### src/rtl/instr_loader_pkg.sv
// ============================================================================
//  instr_loader_pkg : shared loader state encoding and memory geometry
//  Rev 1.0
// ============================================================================
`default_nettype none

package instr_loader_pkg;

  // Word width and depth defaults shared with the instruction memory
  localparam int DEF_WIDTH = 32;
  localparam int DEF_DEPTH = 64;

  typedef enum logic [1:0] {
    ST_IDLE = 2'd0,
    ST_LOAD = 2'd1,
    ST_DONE = 2'd2
  } state_e;

endpackage

`default_nettype wire

### src/rtl/instr_loader.sv
// ============================================================================
//  instr_loader : streams handshaked words into instruction memory from addr 0
//                 and holds the core in reset until the program is complete
//  Rev 1.0
// ============================================================================
`default_nettype none

module instr_loader
  import instr_loader_pkg::*;
#(
  parameter  int WIDTH  = DEF_WIDTH,
  parameter  int DEPTH  = DEF_DEPTH,
  localparam int ADDR_W = $clog2(DEPTH)
) (
  input  logic              iClk,
  input  logic              iRstN,
  input  logic              iStart,
  input  logic              iValid,
  input  logic              iLast,
  input  logic [WIDTH-1:0]  iData,
  output logic              oReady,
  output logic              oWe,
  output logic [ADDR_W-1:0] oAddr,
  output logic [WIDTH-1:0]  oData,
  output logic              oHoldCpu,
  output logic              oDone,
  output logic              oOverflow,
  output logic [ADDR_W:0]   oWordCount,
  output logic [WIDTH-1:0]  oChecksum
);

  localparam logic [ADDR_W:0] LAST_CNT = (ADDR_W + 1)'(DEPTH - 1);

  state_e              state_q, state_d;
  logic                we_q, we_d;
  logic [ADDR_W-1:0]   addr_q, addr_d;
  logic [WIDTH-1:0]    data_q, data_d;
  logic                done_q, done_d;
  logic                ovf_q, ovf_d;
  logic [ADDR_W:0]     count_q, count_d;
  logic [WIDTH-1:0]    csum_q, csum_d;
  logic                hs;

  assign oReady = (state_q == ST_LOAD);
  assign hs     = iValid & oReady;

  always_comb begin
    state_d = state_q;
    we_d    = 1'b0;
    addr_d  = addr_q;
    data_d  = data_q;
    done_d  = done_q;
    ovf_d   = ovf_q;
    count_d = count_q;
    csum_d  = csum_q;
    case (state_q)
      ST_IDLE, ST_DONE: begin
        if (iStart) begin
          state_d = ST_LOAD;
          done_d  = 1'b0;
          ovf_d   = 1'b0;
          count_d = '0;
          csum_d  = '0;
        end
      end
      ST_LOAD: begin
        if (hs) begin
          we_d    = 1'b1;
          addr_d  = count_q[ADDR_W-1:0];
          data_d  = iData;
          count_d = count_q + (ADDR_W + 1)'(1);
          csum_d  = csum_q + iData;
          // iLast takes priority so a full-depth program is not flagged as overflow
          if (iLast) begin
            state_d = ST_DONE;
            done_d  = 1'b1;
          end else if (count_q == LAST_CNT) begin
            state_d = ST_DONE;
            done_d  = 1'b1;
            ovf_d   = 1'b1;
          end
        end
      end
      default: state_d = ST_IDLE;
    endcase
  end

  always_ff @(posedge iClk) begin
    if (!iRstN) begin
      state_q <= ST_IDLE;
      we_q    <= 1'b0;
      addr_q  <= '0;
      data_q  <= '0;
      done_q  <= 1'b0;
      ovf_q   <= 1'b0;
      count_q <= '0;
      csum_q  <= '0;
    end else begin
      state_q <= state_d;
      we_q    <= we_d;
      addr_q  <= addr_d;
      data_q  <= data_d;
      done_q  <= done_d;
      ovf_q   <= ovf_d;
      count_q <= count_d;
      csum_q  <= csum_d;
    end
  end

  assign oWe        = we_q;
  assign oAddr      = addr_q;
  assign oData      = data_q;
  assign oDone      = done_q;
  assign oOverflow  = ovf_q;
  assign oWordCount = count_q;
  assign oChecksum  = csum_q;
  assign oHoldCpu   = (state_q != ST_DONE);

endmodule

`default_nettype wire

### config.mk
export PLATFORM = sky130hd
export DESIGN_NAME = instr_loader
export DESIGN_NICKNAME = d
export VERILOG_FILES = /design/src/rtl/instr_loader_pkg.sv /design/src/rtl/instr_loader.sv
export SDC_FILE = /design/constraint.sdc
export NUM_CORES = 1
export LEC_CHECK = 0
export CAP_MARGIN = 25
export CORE_MARGIN = 3
export CORE_UTILIZATION = 54
export DETAILED_ROUTE_END_ITERATION = 12
export PLACE_DENSITY = 0.87
export SLEW_MARGIN = 10
export SYNTH_ARGS = -nofsm -noshare
export SYNTH_HDL_FRONTEND = slang
export SYNTH_SLANG_ARGS = --single-unit
### constraint.sdc
create_clock -name iClk -period 7.2 [get_ports iClk]
set_input_delay 1.44 -clock iClk [delete_from_list [all_inputs] [get_ports iClk]]
set_output_delay 1.44 -clock iClk [all_outputs]
set_load 0.02 [all_outputs]
Word level (Yosys, flattened, before mapping) --
Index checks and enable logic that the tools add are counted.
Storage, ports and cells: input bits 37, logic and storage cells 49, output and inout bits 82, register bits after elaboration 82
Cells by class: add/sub/neg operators 2, equal/unequal tests 9, multiplexer cells 20, bitwise operators 1, reductions and logical operators 9
Operator list (count):
- 32-bit two-way mux | 2
- 32-bit case mux with 2 select lines | 1
- 32-bit adder | 1
- 7-bit two-way mux | 2
- 7-bit case mux with 2 select lines | 1
- 2-bit two-way mux | 4
- 7-bit by 1-bit adder with 7-bit output (second input constant) | 1
- 7-bit by 6-bit equality test with 1-bit output (second input constant) | 1
- 1-bit two-way mux | 7
- 2-bit inequality test (second input constant) | 3
- 3-bit AND reduction | 2
- 5-bit AND reduction | 1
- 2-bit by 1-bit inequality test with 1-bit output (second input constant) | 2
- 1-bit case mux with 2 select lines | 2
- 2-bit case mux with 2 select lines | 1
- 2-bit AND reduction | 2
- 4-bit AND reduction | 1
- 3-bit by 2-bit inequality test with 1-bit output (second input constant) | 1
- 2-bit by 1-bit equality test with 1-bit output (second input constant) | 1
- 2-bit equality test (second input constant) | 1
- 2-bit logical NOT | 1
- 2-bit nonzero test | 1
- 2-bit OR reduction | 1
- 1-bit AND | 1

Depth between registers and ports, before layout --
depth after elaboration 5, gate-level depth with buffers 11

Least setup slack after synthesis --
Ideal clock, no wire load.
path kind input to register, start point in iData[7], end point reg csum_q[16], in the netlist oChecksum[16], stages 9, data required time 7073 ps, slack 3729 ps, arrival time 3344 ps, cells stage by stage ha_1 -> a21o_1 -> or3_1 -> o21a_2 -> a41o_1 -> a21o_1 -> a221oi_2 -> xor2_1 -> o21ai_1
On the way: longest elaborated chain between the ends 3
RTL lines:
- start: declaration | line instr_loader.sv:20 | input logic [WIDTH-1:0] iData,
- 32-bit adder | line instr_loader.sv:72 | csum_d = csum_q + iData;
- 32-bit two-way mux | line instr_loader.sv:67 | if (hs) begin
- 32-bit case mux with 2 select lines | line instr_loader.sv:56 | case (state_q)
- end signal: assignment | line instr_loader.sv:106 | csum_q <= csum_d;
- end: declaration | line instr_loader.sv:41 | logic [WIDTH-1:0] csum_q, csum_d;
Every way passes these cells. The select of a mux whose other input is x is not followed. A chain may end at the register's enable or synchronous reset.

Worst setup path in the final report --
start point in iData[0], end point reg csum_q[30], in the netlist oChecksum[30]
The elaborated chain is that of the path after synthesis.

==> metrics.md <==
| Metric | Value |
|---|---|
| Critical Path AT | 4.17 ns |
| Share of cells above drive strength 1 | 0.04486 |
| Vias in the first global route | 4,477 |
| Clock sinks | 82 |
| CP max stage delay | 0.49 ns |
| H-tree Lvls | 3 |
| Clk_lat worst skew | approximately 0.36 ns |
| First-pass GRT wire length | around 22 mm |
| Most frequent cells in the layout | nand2_1, clkdlybuf4s50_1, dfxtp_1 |
| IR Drop Worst-Case VDD | 0.00009236 V |
| Die Span Y | 99.56 um |
| # DRC | 0 |
| Final ANT Viol Nets | 0 |
| Nets | about 760 |
| Crit path time final | 3.949 ns |
| Crit path depth | 12 |
| Final Cell Area | 6112 um^2 |
| Yosys cell types | 58 |
| Port buffer count | 118 |
| Worst-path clk slew | ~0.10 ns |
| Top Ports | 119 |
| DR vias | 4,611 |
| Inserted Clock Buffers | 9 |
| Avg Synthesized Cell Area | 8.053 um^2 |
| Slowest cell on the critical path | clkdlybuf4s50_1 |
| Cell family with the largest share of critical-path delay | compound AO/OA/AOI/OAI gates |
| Commonest non-fill, non-tap cell in the layout | nand2_1 |
| Final setup fails | 0 |
| Crit start category | input port |
| N_diodes | 0 |
| Final Util | 0.7328 |
| CP startpoint | iData[0] |
| FMAX | 253.2 MHz |
| Synth Register Bits | 82 |
| Unrepaired setup endpoints after global routing | no |
| Setup TNS | 0 ns |
| Initial antenna violation count | 0 |
| Max Root-Sink Buffers | 2 |
| Critical Path End Type | register |
| Starting Density | 0.5668 |
| FF-to-FF setup slack | 4.46 ns |
| Global route total overflow | 0 |
| P_leak | 2.396 nW |
| Max Slew Vio Count | 0 |
| Cell Rows | 33 |
| Final Cycle Share | 0.5485 |
| Final Hold Fails | 0 |
| Initial detailed-routing violation count | 232 |
| Slew headroom | 0.4625 |
| # Post-CTS Setup Buffers | 0 |
| Placed Area | 5924 um^2 |
| Die Wd | 99.56 um |
| Net Count, Synth | approximately 660 |
| Ys async rst share | 0 |
| Clock root buffer | clkbuf_8 |
| Largest net degree at the start of global routing | 51 |
| Worst-path maximum fanout | 4 |
| Post-DP HPWL | 9.869 mm |
| Top FF cell, synth | dfxtp_1 |
| CTS resizes | 0 |
| Register area share after synthesis | 0.3473 |
| Post-synth EDFFs | 0 |
| Layout area overhead | 29.30% |
| Required time worst endpoint | 7.42 ns |
| Wire per inst | roughly 17 um |
| Clock skew | 0.009344 ns |
| Die Area | approximately 9900 um^2 |
| Total track usage | 0.2682 |
| Max-cap check violation count | 0 |
| Pre-antenna DRT Iters | 5 |
| RD Place Congestion | 0.9041 |
| Critical path type | input port to register |
| Worst path bufs/invs | 2 |
| Core region area | about 8300 um^2 |
| Via density | 5.793 |
| # fillers | 654 |
| Sequence of cells on the critical path | clkdlybuf4s50_1 > ha_1 > inv_1 > fa_1 > nand2b_1 > a21oi_2 > o2111ai_1 > nand3_1 > nand2_1 > o31ai_1 > xnor2_1 > o21ai_1 |
| Drt total wl | 13.24 mm |
| R2r endpoint | oChecksum[30] |
| Reg2reg start | oChecksum[0] |
| Hold buffer count at CTS | 0 |
| TritonCTS clock tree | yes |
| Cell Area, Synth | ~4700 um^2 |
| HP Class | register to register |
| Total number of yosys warnings | 0 |
| Power per Cell Area | 170.1 nW/um^2 |
| Synth Instances | 587 |
| Worst R2R Path Depth | 11 |
| CP Capture Point | oChecksum[30] |
| Status | completed |
| Actual slew at the worst max-slew pin | 0.8054 ns |
[worst min-delay path: cells and delay by family, from the launching register on]
kind / cells / cell delay (ns)
and+or+nand+nor: 1 / 0.04
DFF: 1 / 0.32
AOI/OAI and AO/OA: 1 / 0.06
[where the power goes]
| part | total [W] | internal [W] | switching, W | leakage (nW) |
|---|---|---|---|---|
| clock | 0.000323 | 0.000131 | 0.000192 | 0.0930 |
| sequential | 0.000483 | 0.000471 | 0.0000120 | 0.665 |
| combinational | 0.000234 | 0.000102 | 0.000132 | 1.64 |
[worst min-delay path by stage]
stage	start	end	slack, ns	cells after the start
2_1_floorplan	oChecksum[14]	oChecksum[14]	0.54	2
3_3_place_gp	oData[21]	oData[21]	0.45	2
3_5_place_dp	oData[12]	oData[12]	0.46	2
4_1_cts	oData[12]	oData[12]	0.47	2
5_1_grt	oChecksum[30]	oChecksum[30]	0.50	2
6_report	oData[6]	oData[6]	0.47	2
[state kept, by name, summed over array words and instances, names as in the netlist]
name	count
oWordCount	7
oAddr	6
oData	32
oWe	1
oDone	1
state_q	2
oChecksum	32
oOverflow	1
[cell usage after synthesis (13+ instances only)]
library cell,count,share of area
a21boi_0,43,0.068
a21o_1,13,0.021
a21oi_1,33,0.035
clkbuf_1,27,0.021
dfxtp_1,82,0.35
ha_1,32,0.085
nand2_1,123,0.098
nor2_1,26,0.021
nor2b_1,14,0.019
o21ai_0,16,0.017
o21ai_1,15,0.016
xnor2_1,13,0.024
xor2_1,16,0.030
[cell families after synthesis]
kind of cell / Yosys count / share of synthesized area
xor gates and xnor gates: 29 / 0.05373
AOI/OAI and AO/OA: 175 / 0.2546
buffers and inverters: 44 / 0.03811
and+or+nand+nor: 221 / 0.2110
muxes: 3 / 0.006353
DFF: 82 / 0.3473
adders and majority gates: 33 / 0.08894
[metrics by stage]
stage | hold slack, ns | power, W | instances | setup slack (ns)
2_1_floorplan | 0.5369 | 0.0006344 | 587 | 3.729
3_3_place_gp | 0.4489 | 0.0007180 | 780 | 3.054
3_5_place_dp | 0.4572 | 0.0007229 | 780 | 2.990
4_1_cts | 0.4699 | 0.001041 | 796 | 3.300
5_1_grt | 0.4967 | 0.001086 | 796 | 3.100
6_report | 0.4654 | 0.001040 | 796 | 3.251
[routing by layer]
layer | global-route usage | up-vias | share of wire
met5 | 0 | - | 0
li1 | - | 2260 | -
met4 | 0.08613 | 0 | 0.015
met1 | 0.3736 | 2171 | 0.46
met3 | 0.02665 | 17 | 0.053
met2 | 0.4375 | 163 | 0.47
[cell type report]
class	count	area, um^2	area share
multi-input cells	461	2907	0.4755
flip-flops and latches	82	1642	0.2686
repair buffers	121	1204	0.1969
well taps	105	131.4	0.02149
clock buffers	9	123.9	0.02027
clock inverters	7	63.81	0.01044
inverters	11	41.29	0.006755
Note: power is estimated with default switching activity, not from simulation.
